[config.mk]
export PLATFORM = sky130hd
export DESIGN_NAME = cls_fault_handler
export DESIGN_NICKNAME = d
export VERILOG_FILES = /design/src/rtl/cls_fault_handler.sv
export SDC_FILE = /design/constraint.sdc
export NUM_CORES = 1
export LEC_CHECK = 0
export ABC_AREA = 1
export BUFFER_PORTS_ARGS = -buffer_cell sky130_fd_sc_hd__buf_4
export CAP_MARGIN = 20
export CORE_MARGIN = 2
export CORE_UTILIZATION = 58
export CTS_CLUSTER_DIAMETER = 30
export DETAILED_ROUTE_END_ITERATION = 16
export PLACE_DENSITY = 0.83
export REMOVE_ABC_BUFFERS = 1
export SYNTH_ARGS = -nofsm -noshare
export SYNTH_HDL_FRONTEND = slang
export SYNTH_SLANG_ARGS = --single-unit
[constraint.sdc]
create_clock -name clk -period 2.1 [get_ports clk]
set_input_delay 0.42 -clock clk [delete_from_list [all_inputs] [get_ports clk]]
set_output_delay 0.42 -clock clk [all_outputs]
set_load 0.05 [all_outputs]
[src/rtl/cls_fault_handler.sv]
// Lockstep fault handler: filters compare-unit glitches, drives a timed core reset
// with a recovery budget, and locks fatally once the budget is spent. Optional macro: CLS_FAULT_LOG_EN.
module cls_fault_handler #(
   parameter int RST_PULSE_CYCLES = 16,
   parameter int MAX_RECOVERIES   = 3,
   parameter int SETTLE_CYCLES    = 4
) (
   input  logic       clk,
   input  logic       rst,
   input  logic       fault_i,
   input  logic [2:0] fault_vec_i,
   input  logic       clear_i,
   output logic       core_rst_o,
   output logic       recovering_o,
   output logic       fatal_o,
   output logic       irq_o,
   output logic [7:0] fault_cnt_o,
   output logic [2:0] last_fault_vec_o
);

   typedef enum logic [2:0] {
      ST_IDLE,
      ST_CONFIRM,
      ST_RESET,
      ST_SETTLE,
      ST_FATAL
   } state_t;

   state_t     r_state;
   state_t     w_state_nxt;
   logic [7:0] r_cnt;
   logic [7:0] w_cnt_nxt;
   logic [3:0] r_recov;
   logic [3:0] w_recov_nxt;
   logic       r_irq;
   logic       w_irq_nxt;
   logic       w_confirm;

   always_ff @(posedge clk) begin
      if (rst) begin
         r_state <= ST_IDLE;
         r_cnt   <= 8'd0;
         r_recov <= 4'd0;
         r_irq   <= 1'b0;
      end else begin
         r_state <= w_state_nxt;
         r_cnt   <= w_cnt_nxt;
         r_recov <= w_recov_nxt;
         r_irq   <= w_irq_nxt;
      end
   end

   // The shared down-counter times both the reset pulse and the settle window.
   always_comb begin
      w_state_nxt = r_state;
      w_cnt_nxt   = r_cnt;
      w_recov_nxt = r_recov;
      w_irq_nxt   = 1'b0;
      w_confirm   = 1'b0;
      case (r_state)
         ST_IDLE: begin
            if (clear_i) begin
               w_recov_nxt = 4'd0;
            end
            if (fault_i) begin
               w_state_nxt = ST_CONFIRM;
            end
         end
         ST_CONFIRM: begin
            if (fault_i) begin
               w_confirm = 1'b1;
               w_irq_nxt = 1'b1;
               if (r_recov == 4'(MAX_RECOVERIES)) begin
                  w_state_nxt = ST_FATAL;
               end else begin
                  w_recov_nxt = r_recov + 4'd1;
                  w_state_nxt = ST_RESET;
                  w_cnt_nxt   = 8'(RST_PULSE_CYCLES - 1);
               end
            end else begin
               w_state_nxt = ST_IDLE;
            end
         end
         ST_RESET: begin
            if (r_cnt == 8'd0) begin
               w_state_nxt = ST_SETTLE;
               w_cnt_nxt   = 8'(SETTLE_CYCLES - 1);
            end else begin
               w_cnt_nxt = r_cnt - 8'd1;
            end
         end
         ST_SETTLE: begin
            if (r_cnt == 8'd0) begin
               w_state_nxt = ST_IDLE;
            end else begin
               w_cnt_nxt = r_cnt - 8'd1;
            end
         end
         ST_FATAL: begin
            if (clear_i) begin
               w_state_nxt = ST_IDLE;
               w_recov_nxt = 4'd0;
            end
         end
         default: begin
            w_state_nxt = ST_IDLE;
         end
      endcase
   end

   assign core_rst_o   = (r_state == ST_RESET) || (r_state == ST_FATAL);
   assign recovering_o = (r_state == ST_RESET) || (r_state == ST_SETTLE);
   assign fatal_o      = (r_state == ST_FATAL);
   assign irq_o        = r_irq;

`ifdef CLS_FAULT_LOG_EN
   logic [2:0] r_hold;
   logic [2:0] r_last_vec;
   logic [7:0] r_fault_cnt;

   always_ff @(posedge clk) begin
      if (rst) begin
         r_hold      <= 3'd0;
         r_last_vec  <= 3'd0;
         r_fault_cnt <= 8'd0;
      end else begin
         if ((r_state == ST_IDLE) && fault_i) begin
            r_hold <= fault_vec_i;
         end
         if (w_confirm) begin
            r_last_vec <= r_hold;
            if (r_fault_cnt != 8'hFF) begin
               r_fault_cnt <= r_fault_cnt + 8'd1;
            end
         end
      end
   end

   assign fault_cnt_o      = r_fault_cnt;
   assign last_fault_vec_o = r_last_vec;
`else
   logic w_unused_log;
   assign w_unused_log     = ^{fault_vec_i, w_confirm};
   assign fault_cnt_o      = 8'd0;
   assign last_fault_vec_o = 3'd0;
`endif

endmodule

==> results.sh <==
export IMPL_p_leak_nw=0.586
export IMPL_antennaDiodeCount=0
export IMPL_critPathKind="flip-flop to output port"
export IMPL_seq_area_frac_synth_pct=28.0
export IMPL_min_from="rst"
export IMPL_detail_route_first_pass_iterations=4
export IMPL_clkPwrFrac_pct=20.8
export IMPL_final_cell_mix="26 x nand2_1, 20 x nor2_1, 19 x inv_1"
export IMPL_end_kind="output port"
export IMPL_grt_pass1_wl_um=3610
export IMPL_ctsResizeCount=0
export IMPL_p_comb_share_pct=43.6
export IMPL_synth_xor_area_share_pct=3.07
export IMPL_dp_hpwl_um=1650
export IMPL_preCtsSetupSlack_ns=0.543
export IMPL_post_dp_cell_area_mm2=0.00118
export IMPL_drt_antenna_violating_nets=0
export IMPL_wire_per_inst_um=10.6
export IMPL_peakVddDrop_uv=445
export IMPL_cts_tree="yes"
export IMPL_synth_seq_cells=16
export IMPL_min_path_cells=2
export IMPL_fin_util_pct=64.1
export IMPL_via_count=981
export IMPL_h_tree_depth=1
export IMPL_hold_path_class="primary input to flip-flop"
export IMPL_synth_mux_area_share_pct=0
export IMPL_synthDistinctLibCells=28
export IMPL_stdcell_count=197
export IMPL_routed_via_density=4.98
export IMPL_ff2ff_setup_slack_ns=0.59
export IMPL_seqPwrFrac_pct=35.7
export IMPL_cts_sinks=16
export IMPL_start_util_pct=60.1
export IMPL_power_density_mw_per_mm2=857
export IMPL_die_y_um=48.4
export IMPL_synth_compound_area_share_pct=7.01
export IMPL_top_level_ports=22
export IMPL_drive_above_1_share_pct=24.1
export IMPL_clock_latency_ns=0.30
export IMPL_worst_r2r_endpoint="r_cnt[7]$_SDFFE_PP0P_"
export IMPL_critPathLaunchType="flip-flop"
export IMPL_cp_data_arrival_time_ns=1.48
export IMPL_wl_um=2090
export IMPL_rr_startpoint="r_cnt[0]$_SDFFE_PP0P_"
export IMPL_clock_skew_ns=0.00903
export IMPL_p_sw_share_pct=44.3
export IMPL_nets=181
export IMPL_finalCriticalPeriod_ns=1.90
export IMPL_timing_fmax_ghz=0.526
export IMPL_p_sw_mw=0.463
export IMPL_report_final_hold_viol_count=0
export IMPL_min_to="r_recov[2]$_SDFFE_PP0P_"
export IMPL_maxCapViolCount=0
export IMPL_netlist_instances=160
export IMPL_clk_pin_slew_worst_paths_ns=0.11
export IMPL_die_x_um=48.4
export IMPL_io_buffers=7
export IMPL_num_rows=16
export IMPL_yosys_area_share_simple_pct=42.4
export IMPL_areaGrowthSynthToFinish_pct=6.79
export IMPL_core_area_mm2=0.00190
export IMPL_post_synth_cell_area_avg_um2=7.14
export IMPL_gr_total_overflow=0
export IMPL_initialDrtViolationCount=12
export IMPL_ctsLongestPathBuffers=2
export IMPL_dp_cells=193
export IMPL_grt_antenna_before_repair=0
export IMPL_postLayoutCellArea_mm2=0.00122
export IMPL_cp_data_required_time_ns=1.68
export IMPL_finalCritPeriodShare_pct=90.5
export IMPL_postCtsSetupBuffers=0
export IMPL_layout_commonest_cell="nand2_1"
export IMPL_cts_buffers=3
export IMPL_path_max_fanout=5
export IMPL_dieArea_mm2=0.00234
export IMPL_synth_warnings=0
export IMPL_rsz0062_at_grt="false"
export IMPL_whs_ns=0.328
export IMPL_synthAdderAreaFrac_pct=3.29
export IMPL_grt_usage_pct=19.0
export IMPL_internal_power_mw=0.583
export IMPL_setup_violations=0
export IMPL_status="finished, final reports clean"
export IMPL_synth_area_mm2=0.00114
export IMPL_gp_congestion=0.869
export IMPL_grt_pass1_vias=883
export IMPL_ctsRootBufferMaster="clkbuf_4"
export IMPL_drc=0
export IMPL_grt_max_degree=10
export IMPL_synth_top_family_by_area="simple AND/OR/NAND/NOR gates"
export IMPL_finalWorstSetupSlack_ns=0.200
export IMPL_ff2ff_path_depth=9
export IMPL_cts_hold_buf=0
export IMPL_maxSlewViolCount=0
==> registers in the layout, summed over array words and instances, names as in the netlist <==
name,cells
r_cnt,8
irq_o,1
r_recov,4
r_state,3
==> layout make-up <==
class,count,area [um2]
multi-input cells,120,678
fillers,171,682
flip-flops and latches,16,320
well taps,27,33.8
clock buffers,4,36.3
inverters,23,98.8
repair buffers,7,52.6
==> metrics by stage <==
step                      total power, mW  setup TNS, ns
after CTS                            1.05              0
final                                1.05              0
after detailed placement            0.833              0
after global routing                 1.12              0
after floorplan                     0.756        -0.0526
after global placement              0.819              0
==> cell usage after synthesis <==
cell type,n,area share (%)
ha_1,3,3.3
nor2_2,4,2.2
nand2_1,26,8.5
nand2_8,2,3.5
buf_4,11,7.2
nor2_4,1,0.99
nand2_2,8,4.4
nor4_1,1,0.55
a21oi_2,3,2.3
nand3_2,1,0.88
dfxtp_1,16,28
nand2_4,4,3.9
o21ai_0,2,0.88
clkinv_4,1,0.77
nor2_1,20,6.6
conb_1,1,0.33
inv_1,19,6.2
o21ai_1,2,0.88
inv_6,1,0.77
nand3_1,15,6.6
nor3_2,2,1.8
nand4_1,3,1.6
xor2_1,4,3.1
a21oi_1,5,2.2
nor3_1,2,0.88
inv_4,1,0.55
inv_2,1,0.33
o21ai_2,1,0.77
==> how the worst max path moves through the flow <==
| stage | cells past startpoint | endpoint | slack, ns | startpoint |
|---|---|---|---|---|
| finish | 4 | core_rst_o | 0.20 | r_state[0]$_SDFFE_PP0P_ |
| global route | 4 | core_rst_o | 0.10 | r_state[0]$_SDFFE_PP0P_ |
| CTS | 4 | core_rst_o | 0.21 | r_state[0]$_SDFFE_PP0P_ |
| detailed placement | 4 | core_rst_o | 0.54 | r_state[0]$_SDFFE_PP0P_ |
| global placement | 4 | core_rst_o | 0.60 | r_state[0]$_SDFFE_PP0P_ |
| floorplan | 3 | core_rst_o | -0.05 | r_state[1]$_SDFFE_PP0P_ |
==> layer usage <==
layer,track usage [%],wire (um)
met5,0,0
met3,2.78,97
met1,25.0,1030
met2,31.7,947
met4,7.14,19
==> critical path, stage by stage, from the launching register on <==
cell,delay [ns]
dfxtp_1,0.40
nor2_1,0.26
inv_1,0.13
o21ai_0,0.17
buf_4,0.22
==> power by group through the flow <==
stage	Clock [mW]	Sequential [mW]	Combinational [mW]
global placement	0	0.378	0.441
finish	0.217	0.373	0.455
detailed placement	0	0.379	0.454
CTS	0.221	0.372	0.455
floorplan	0	0.376	0.381
global route	0.235	0.378	0.504
==> cell families (layout without fill, tap and decap cells) <==
family | Yosys count | count (layout)
adder cells (fa/ha/maj) | 3 | 3
AO/OA/AOI/OAI | 13 | 13
buffers and inverters | 34 | 34
AND/OR/NAND/NOR | 89 | 89
other | 1 | 11
flip-flops | 16 | 16
XOR/XNOR | 4 | 4
(Power assumes the default switching activity.)
